$ cat src/rtl/l1d_refill_ctrl.sv
// L1D line-fill controller: LFB allocation, single-slot memory issue, beat assembly and line write.
// Optional L1D_REFILL_MERGE_EN: a miss to a line already in flight is accepted without a new entry.
module l1d_refill_ctrl #(
    parameter int OFFSET_BITS = 2,
    parameter int SET_BITS    = 5,
    parameter int ADDR_BITS   = 30,
    parameter int LFB_SZ      = 4,
    localparam int LA         = ADDR_BITS - OFFSET_BITS,
    localparam int TAG_BITS   = LA - SET_BITS,
    localparam int ID         = $clog2(LFB_SZ),
    localparam int WORDS      = 2**OFFSET_BITS
) (
    input  logic                  clk,
    input  logic                  rst,
    input  logic                  miss_valid,
    output logic                  miss_ready,
    input  logic [LA-1:0]         miss_addr,
    input  logic [LA-1:0]         lookup_addr,
    output logic                  pending_hit,
    output logic                  mem_req_valid,
    input  logic                  mem_req_ready,
    output logic [LA-1:0]         mem_req_addr,
    output logic [ID-1:0]         mem_req_id,
    input  logic                  mem_resp_valid,
    input  logic [ID-1:0]         mem_resp_id,
    input  logic [31:0]           mem_resp_data,
    input  logic                  mem_resp_last,
    output logic                  fill_en,
    output logic [SET_BITS-1:0]   fill_set,
    output logic [TAG_BITS-1:0]   fill_tag,
    output logic [32*WORDS-1:0]   fill_line,
    output logic                  err
);

    typedef enum logic [1:0] {E_FREE, E_WAIT_ISSUE, E_WAIT_RESP, E_FILL} ent_state_t;

    ent_state_t              state_q [LFB_SZ];
    ent_state_t              state_d [LFB_SZ];
    logic [LA-1:0]           addr_q  [LFB_SZ];
    logic                    iss_valid_q;
    logic [OFFSET_BITS:0]    cnt_q;
    logic [WORDS-1:0][31:0]  line_q;
    logic                    fill_en_q;
    logic [ID-1:0]           fill_id_q;
    logic                    err_q;

    logic                    free_any, wi_any, miss_match, do_alloc;
    logic [ID-1:0]           alloc_id, wi_id;

    // Descending scan so the lowest matching index is the one left standing.
    always_comb begin
        // NOTE: every always_comb output gets a default first so no path can infer a latch.
        free_any    = 1'b0;
        alloc_id    = '0;
        wi_any      = 1'b0;
        wi_id       = '0;
        miss_match  = 1'b0;
        pending_hit = 1'b0;
        for (int i = LFB_SZ - 1; i >= 0; i--) begin
            if (state_q[i] == E_FREE) begin
                free_any = 1'b1;
                alloc_id = ID'(i);
            end
            if (state_q[i] == E_WAIT_ISSUE) begin
                wi_any = 1'b1;
                wi_id  = ID'(i);
            end
            if (state_q[i] != E_FREE && addr_q[i] == miss_addr)   miss_match  = 1'b1;
            if (state_q[i] != E_FREE && addr_q[i] == lookup_addr) pending_hit = 1'b1;
        end
    end

`ifdef L1D_REFILL_MERGE_EN
    assign miss_ready = free_any || miss_match;
    assign do_alloc   = miss_valid && free_any && !miss_match;
`else
    assign miss_ready = free_any;
    assign do_alloc   = miss_valid && free_any;
`endif

    // A fresh miss may go straight into an empty issue slot, but only when no older entry is waiting.
    logic           req_hs, iss_load;
    logic [ID-1:0]  iss_id;
    logic [LA-1:0]  iss_addr;
    assign req_hs   = iss_valid_q && mem_req_ready;
    assign iss_load = !iss_valid_q && (wi_any || do_alloc);
    assign iss_id   = wi_any ? wi_id : alloc_id;
    assign iss_addr = wi_any ? addr_q[wi_id] : miss_addr;

    logic resp_ok, beat_ok, beat_over, beat_write, beat_last, err_set;
    assign resp_ok    = state_q[mem_resp_id] == E_WAIT_RESP;
    assign beat_ok    = mem_resp_valid && resp_ok;
    assign beat_over  = cnt_q[OFFSET_BITS];
    assign beat_write = beat_ok && !beat_over;
    assign beat_last  = beat_ok && mem_resp_last;
    assign err_set    = (mem_resp_valid && !resp_ok)
                     || (beat_ok && beat_over && !mem_resp_last)
                     || (beat_last && (beat_over || !(&cnt_q[OFFSET_BITS-1:0])));

    always_comb begin
        for (int i = 0; i < LFB_SZ; i++) begin
            state_d[i] = state_q[i];
            if (do_alloc && alloc_id == ID'(i))     state_d[i] = E_WAIT_ISSUE;
            if (req_hs && mem_req_id == ID'(i))     state_d[i] = E_WAIT_RESP;
            if (beat_last && mem_resp_id == ID'(i)) state_d[i] = E_FILL;
            if (fill_en_q && fill_id_q == ID'(i))   state_d[i] = E_FREE;
        end
    end

    always_ff @(posedge clk or posedge rst) begin
        if (rst) begin
            for (int i = 0; i < LFB_SZ; i++) begin
                state_q[i] <= E_FREE;
                addr_q[i]  <= '0;
            end
            iss_valid_q  <= 1'b0;
            mem_req_addr <= '0;
            mem_req_id   <= '0;
            cnt_q        <= '0;
            // NOTE: the line buffer is a handful of flops, not a RAM, so it is reset with everything else.
            line_q       <= '0;
            fill_en_q    <= 1'b0;
            fill_id_q    <= '0;
            err_q        <= 1'b0;
        end else begin
            for (int i = 0; i < LFB_SZ; i++) state_q[i] <= state_d[i];
            if (do_alloc) addr_q[alloc_id] <= miss_addr;

            if (iss_valid_q) begin
                if (mem_req_ready) iss_valid_q <= 1'b0;
            end else if (iss_load) begin
                iss_valid_q  <= 1'b1;
                mem_req_addr <= iss_addr;
                mem_req_id   <= iss_id;
            end

            if (beat_write) line_q[cnt_q[OFFSET_BITS-1:0]] <= mem_resp_data;
            if (beat_last)       cnt_q <= '0;
            else if (beat_write) cnt_q <= cnt_q + 1'b1;

            fill_en_q <= beat_last;
            if (beat_last) fill_id_q <= mem_resp_id;
            if (err_set) err_q <= 1'b1;
        end
    end

    assign mem_req_valid = iss_valid_q;
    assign fill_en       = fill_en_q;
    assign fill_set      = addr_q[fill_id_q][SET_BITS-1:0];
    assign fill_tag      = addr_q[fill_id_q][LA-1:SET_BITS];
    assign fill_line     = line_q;
    assign err           = err_q;

endmodule

$ cat config.mk
export PLATFORM = sky130hd
export DESIGN_NAME = l1d_refill_ctrl
export DESIGN_NICKNAME = d
export VERILOG_FILES = /design/src/rtl/l1d_refill_ctrl.sv
export SDC_FILE = /design/constraint.sdc
export NUM_CORES = 1
export LEC_CHECK = 0
export BUFFER_PORTS_ARGS = -buffer_cell sky130_fd_sc_hd__buf_2
export CAP_MARGIN = 40
export CORE_ASPECT_RATIO = 2
export CORE_MARGIN = 5
export CORE_UTILIZATION = 45
export DETAILED_ROUTE_END_ITERATION = 10
export GPL_TIMING_DRIVEN = 0
export PLACE_DENSITY_LB_ADDON = 0.05
export SKIP_LAST_GASP = 1
export SYNTH_ARGS = -nofsm -noshare
export SYNTH_HDL_FRONTEND = slang
export SYNTH_SLANG_ARGS = --single-unit
$ cat constraint.sdc
create_clock -name clk -period 11.3 [get_ports clk]
set_input_delay 3.39 -clock clk [delete_from_list [all_inputs] [get_ports clk]]
set_output_delay 3.39 -clock clk [all_outputs]
set_load 0.03 [all_outputs]
==> impl_metrics.yaml, run 1 <==
detailed_routing:
  drt-total-wl_mm: 51.7
  dr.pass1.iters: 5
  drcViolationCount: 0
  drt_iter0_drc: 662
  viasPerCell: 5.70
  wl_per_cell_um: 27.9
  num_vias: 10600
  antenna_left: 0
timing:
  relSlewSlack_pct: 42.9
  fmax_mhz: 110
  fin_crit_sh_pct: 80.4
  drv_slew: 0
  finalSetupTns_ns: 0
  period_needed_ns: 9.08
  finalSetupViolCount: 0
  skew_ns: 0.0131
  rsz0062_at_grt: "false"
  finalHoldViolCount: 0
  worstMarginPinSlew_ns: 0.857
clock_network:
  cts_root_buf: "clkbuf_16"
  path_clk_slew_ns: 0.06
  cts_resized: 0
  cts_buffers: 28
  tritoncts: "done"
  htreeDepth: 1
  hold_buffers: 0
  cts_setup_buffers: 0
  clock_path_buffers: 3
  clkSinkCount: 286
  clk_latency_ns: 0.56
synthesis:
  yosysWarnings: 0
  netlist_instances: 1094
  synthFlopType: "dfrtp_1"
  ys_seq_elements: 286
  synth-seq-area-share_pct: 48.7
  syn_nets: 1195
  synth_edf_count: 0
  yosysUniqueCellTypes: 51
  synth_area_um2: 14700
  avgSynthCellArea_um2: 13.4
  async_flop_share_pct: 100
global_routing:
  grt_pass1_vias: 11400
  grt_max_degree: 123
  antenna_found_initial: 5
  grt_usage_pct: 27.9
  overflow: 0
  grt_pass1_wl_mm: 75.3
setup_path:
  r2r_end: "mem_req_addr[11]"
  crit_required_ns: 7.91
  r2r-start: "state_q[6]"
  worstPathMaxFanout: 4
  crit_type: "input pin to primary output"
  reg2reg_slack_ns: 8.56
  cp.arrival_ns: 5.69
  crit_slowest_cell: "nor4_1"
  cp-end-kind: "primary output"
  max_stage_delay_ns: 0.72
  crit_top_cell: "nand4_1"
  path_cells: "clkbuf_1 > xnor2_1 > nand4_1 > nor4_1 > nand4_1 > nand4_1 > buf_2"
  startpoint_type: "input pin"
  cp_top_family: "simple AND/OR/NAND/NOR gates"
  crit_buf_inv: 2
  reg2reg_depth: 7
floorplanning:
  rows: 93
  core_area_um2: 32200
  dieHeight_um: 266
  ioPinCount: 287
  fp.dieW_um: 138
  die_area_um2: 36600
  start_util_pct: 45.6
placement:
  gp_congestion: 0.992
  hpwl_mm: 39.6
  port-buffer-count: 270
pwr:
  ir_worst_vdd_mv: 0.227
  p_leak_nw: 8.38
  power_density_nw_per_um2: 362
cells_and_area:
  layout-drive-gt1-share_pct: 44.7
  fin_nets: 1504
  fin_util_pct: 55.2
  area_growth_pct: 21.0
  final_cell_mix: "buf_2 (290), dfrtp_1 (286), mux2_4 (120)"
  mostFrequentLayoutCell: "buf_2"
run_status:
  status: "complete, no violations"
job:
  cap_violations: 0
min_path:
  min-delay-start: "err"
  whs_path_depth: 1
  holdPathEnd: "err"
  hp-class: "register to register"
[Yosys cell counts, types with 2 or more instances]
cell,instances,area [µm²]
dfrtp_1,286,7160
mux2_4,120,1800
mux2_2,113,1270
xnor2_1,74,648
a31oi_1,58,363
nor2_1,47,176
xor2_1,38,333
clkbuf_1,37,139
nand2_1,34,128
o21ai_0,34,170
mux4_2,29,653
a221o_1,28,280
mux2i_1,28,280
nand4_1,25,156
buf_2,20,100
nor4_1,13,81.3
buf_12,12,240
a21oi_1,8,40.0
inv_1,8,30.0
mux2_1,8,90.1
nor2b_1,8,50.1
nand2b_1,7,43.8
buf_1,6,22.5
nand3_1,6,30.0
buf_4,5,37.5
ha_1,5,62.6
nor3_1,5,25.0
nand3_4,4,70.1
o22ai_1,4,25.0
a32oi_1,2,17.5
o21bai_1,2,15.0
[where the power goes]
| group | leakage [nW] | internal (mW) | switching (mW) | total [mW] |
|---|---|---|---|---|
| Combinational | 4.36 | 1.36 | 2.09 | 3.45 |
| Sequential | 3.52 | 1.49 | 0.441 | 1.93 |
| Clock | 0.511 | 0.636 | 0.421 | 1.06 |
[layout make-up]
cell class,instances,area (µm²)
fillers,2815,14400
flip-flops and latches,286,7160
multi-input cells,718,6970
repair buffers,279,1500
clock buffers,41,851
plain buffers,81,551
well taps,427,534
clock inverters,11,186
inverters,9,41.3
diodes,5,12.5
[layer usage]
| layer | vias to the layer above | GRT usage (%) | routed length (µm) | part of all wire, % |
|---|---|---|---|---|
| met3 | 152 | 3.88 | 2830 | 5.5 |
| met2 | 434 | 50.0 | 27500 | 53 |
| li1 | 4624 | - | - | - |
| met5 | - | 0 | 0 | 0 |
| met4 | 0 | 18.9 | 4000 | 7.7 |
| met1 | 5374 | 29.6 | 17400 | 34 |
[worst max path at each step]
stage / from / depth (start not counted) / slack [ns] / to
global route: lookup_addr[3] / 7 / 2.38 / pending_hit
floorplan: rst / 1 / 0.02 / addr_q[0]
global placement: rst / 2 / -3.40 / addr_q[33]
finish: lookup_addr[3] / 7 / 2.22 / pending_hit
CTS: lookup_addr[3] / 7 / 2.33 / pending_hit
detailed placement: lookup_addr[3] / 7 / 2.35 / pending_hit
[per-stage QoR]
| stage | setup slack, ns | hold WS [ns] | instances | cell area, µm² | power [mW] |
|---|---|---|---|---|---|
| 6_report | 2.22 | 0.467 | 1857 | 17800 | 6.44 |
| 5_1_grt | 2.38 | 0.497 | 1855 | 17800 | 6.70 |
| 4_1_cts | 2.33 | 0.467 | 1852 | 17800 | 6.46 |
| 3_5_place_dp | 2.35 | 0.453 | 1800 | 16800 | 5.38 |
| 3_3_place_gp | -3.40 | 0.440 | 1791 | 16600 | 5.32 |
| 2_1_floorplan | 0.0177 | 0.516 | 1094 | 14700 | 4.16 |
[state kept, by name (all words and copies together), names as in the netlist, 2 cells and up]
| signal | cells |
|---|---|
| cnt_q | 3 |
| state_q | 8 |
| addr_q | 112 |
| mem_req_addr | 28 |
| mem_req_id | 2 |
| fill_line | 128 |
| fill_id_q | 2 |
[cells by family (layout without fill, tap and decap cells)]
group,after synthesis,in the layout,synth area share [%]
DFF,286,286,48.7
buffers and inverters,90,421,3.97
and+or+nand+nor,156,156,5.56
adders and majority gates,5,5,0.425
AOI/OAI and AO/OA,147,147,6.84
other,0,5,0
muxes,298,298,27.9
xor gates and xnor gates,112,112,6.67
Power figures use the tool's default switching activity.
==> run 2, diff against run 1 <==
Clock period 11.3 ns to 9.45 ns, I/O delays scaled along.
==> impl_metrics.yaml, run 2 (synthesis gave the netlist of run 1 again) <==
floorplanning:
  dieHeight_um: 266
  core_area_um2: 32200
  die_area_um2: 36600
  rows: 93
  start_util_pct: 45.6
  ioPinCount: 287
  fp.dieW_um: 138
timing:
  finalHoldViolCount: 0
  rsz0062_at_grt: "false"
  skew_ns: 0.0105
  relSlewSlack_pct: 40.8
  finalSetupTns_ns: 0
  fmax_mhz: 128
  finalSetupViolCount: 0
  drv_slew: 0
  worstMarginPinSlew_ns: 0.879
  period_needed_ns: 7.83
  fin_crit_sh_pct: 82.9
detailed_routing:
  viasPerCell: 5.74
  dr.pass1.iters: 4
  drcViolationCount: 0
  wl_per_cell_um: 27.7
  num_vias: 10600
  drt_iter0_drc: 524
  drt-total-wl_mm: 51.3
  antenna_left: 0
cells_and_area:
  fin_util_pct: 55.1
  final_cell_mix: "buf_2 (290), dfrtp_1 (286), mux2_4 (120)"
  mostFrequentLayoutCell: "buf_2"
  fin_nets: 1509
  area_growth_pct: 20.8
  nFillCells: 2803
  layout-drive-gt1-share_pct: 44.7
  largest_register_ffs: 128
global_routing:
  grt_pass1_vias: 11300
  grt_max_degree: 40
  antenna_found_initial: 1
  overflow: 0
  grt_pass1_wl_mm: 75.2
  grt_usage_pct: 27.9
clock_network:
  cts_root_buf: "clkbuf_16"
  clk_latency_ns: 0.56
  clkSinkCount: 286
  cts_resized: 0
  tritoncts: "done"
  cts_setup_buffers: 0
  clock_path_buffers: 3
  htreeDepth: 1
  cts_buffers: 28
  path_clk_slew_ns: 0.06
  hold_buffers: 0
setup_path:
  crit_type: "input pin to primary output"
  cp.arrival_ns: 5.00
  crit_required_ns: 6.62
  cp-end-kind: "primary output"
  worstPathMaxFanout: 4
  reg2reg_slack_ns: 6.72
  startpoint_type: "input pin"
min_path:
  hp-class: "register to register"
pwr:
  power_density_nw_per_um2: 426
  ir_worst_vdd_mv: 0.250
  p_leak_nw: 8.37
placement:
  hpwl_mm: 40.0
  gp_congestion: 0.997
  port-buffer-count: 270
job:
  cap_violations: 0
run_status:
  status: "complete, no violations"
run 2: cell count changes in the layout (fill, tap and decap cells not counted):
cell	before	now
clkbuf_1	41	42
buf_12	12	20
inv_8	1	0
bufinv_16	5	1
clkinv_2	4	3
clkinv_4	0	1
diode_2	5	1
buf_6	3	2
buf_16	2	0
clkinvlp_4	1	2
run 2: power breakdown:
group	total (mW)	internal [mW]	switching (mW)	leakage (nW)
sequential	2.30	1.78	0.519	3.52
clock	1.14	0.650	0.495	0.455
combinational	4.14	1.62	2.51	4.39
total	7.58	4.05	3.52	8.37
run 2: worst max-delay path, cell delays in order:
cell,delay (ns)
buf_2,0.14
xnor2_1,0.54
nand4_1,0.20
nor4_1,0.63
nand4_1,0.23
nand4_1,0.18
buf_2,0.23
run 2: final timing paths:
kind / from / end / cells after the start
worst min register to register: err / err / 1
worst max register to register: state_q[1] / mem_req_addr[17] / 6
worst min-delay path: err / err / 1
min in group asynchronous: rst / fill_line[75] / 2
worst max-delay path: lookup_addr[2] / pending_hit / 7
max in group asynchronous: rst / fill_line[54] / 6
run 2: stage by stage:
stage	setup WS, ns	hold slack (ns)	instance area [µm²]	instances	total power, mW
floorplan	2.68	0.516	14700	1094	4.97
global placement	1.00	0.439	16600	1791	6.36
detailed placement	1.64	0.439	16800	1805	6.44
CTS	1.65	0.454	17800	1854	7.60
global route	1.60	0.468	17800	1854	7.90
finish	1.62	0.449	17800	1855	7.58
run 2: cell type report:
| cell class | count | area, µm² | share of cell area, % |
|---|---|---|---|
| antenna | 1 | 2.50 | 0.0141 |
| buffer | 81 | 551 | 3.10 |
| clock inverter | 7 | 70.1 | 0.394 |
| clock buffer | 42 | 855 | 4.81 |
| multi-input combinational | 718 | 6970 | 39.2 |
| inverter | 9 | 37.5 | 0.211 |
| timing repair buffer | 284 | 1600 | 8.99 |
| tap | 427 | 534 | 3.01 |
| sequential | 286 | 7160 | 40.3 |
run 2: metal layers:
layer  global-route usage [%]  part of all wire [%]
met1                     29.1                    33
met5                        0                     0
met2                     51.0                    54
met4                     17.2                   7.2
met3                     4.50                   5.8
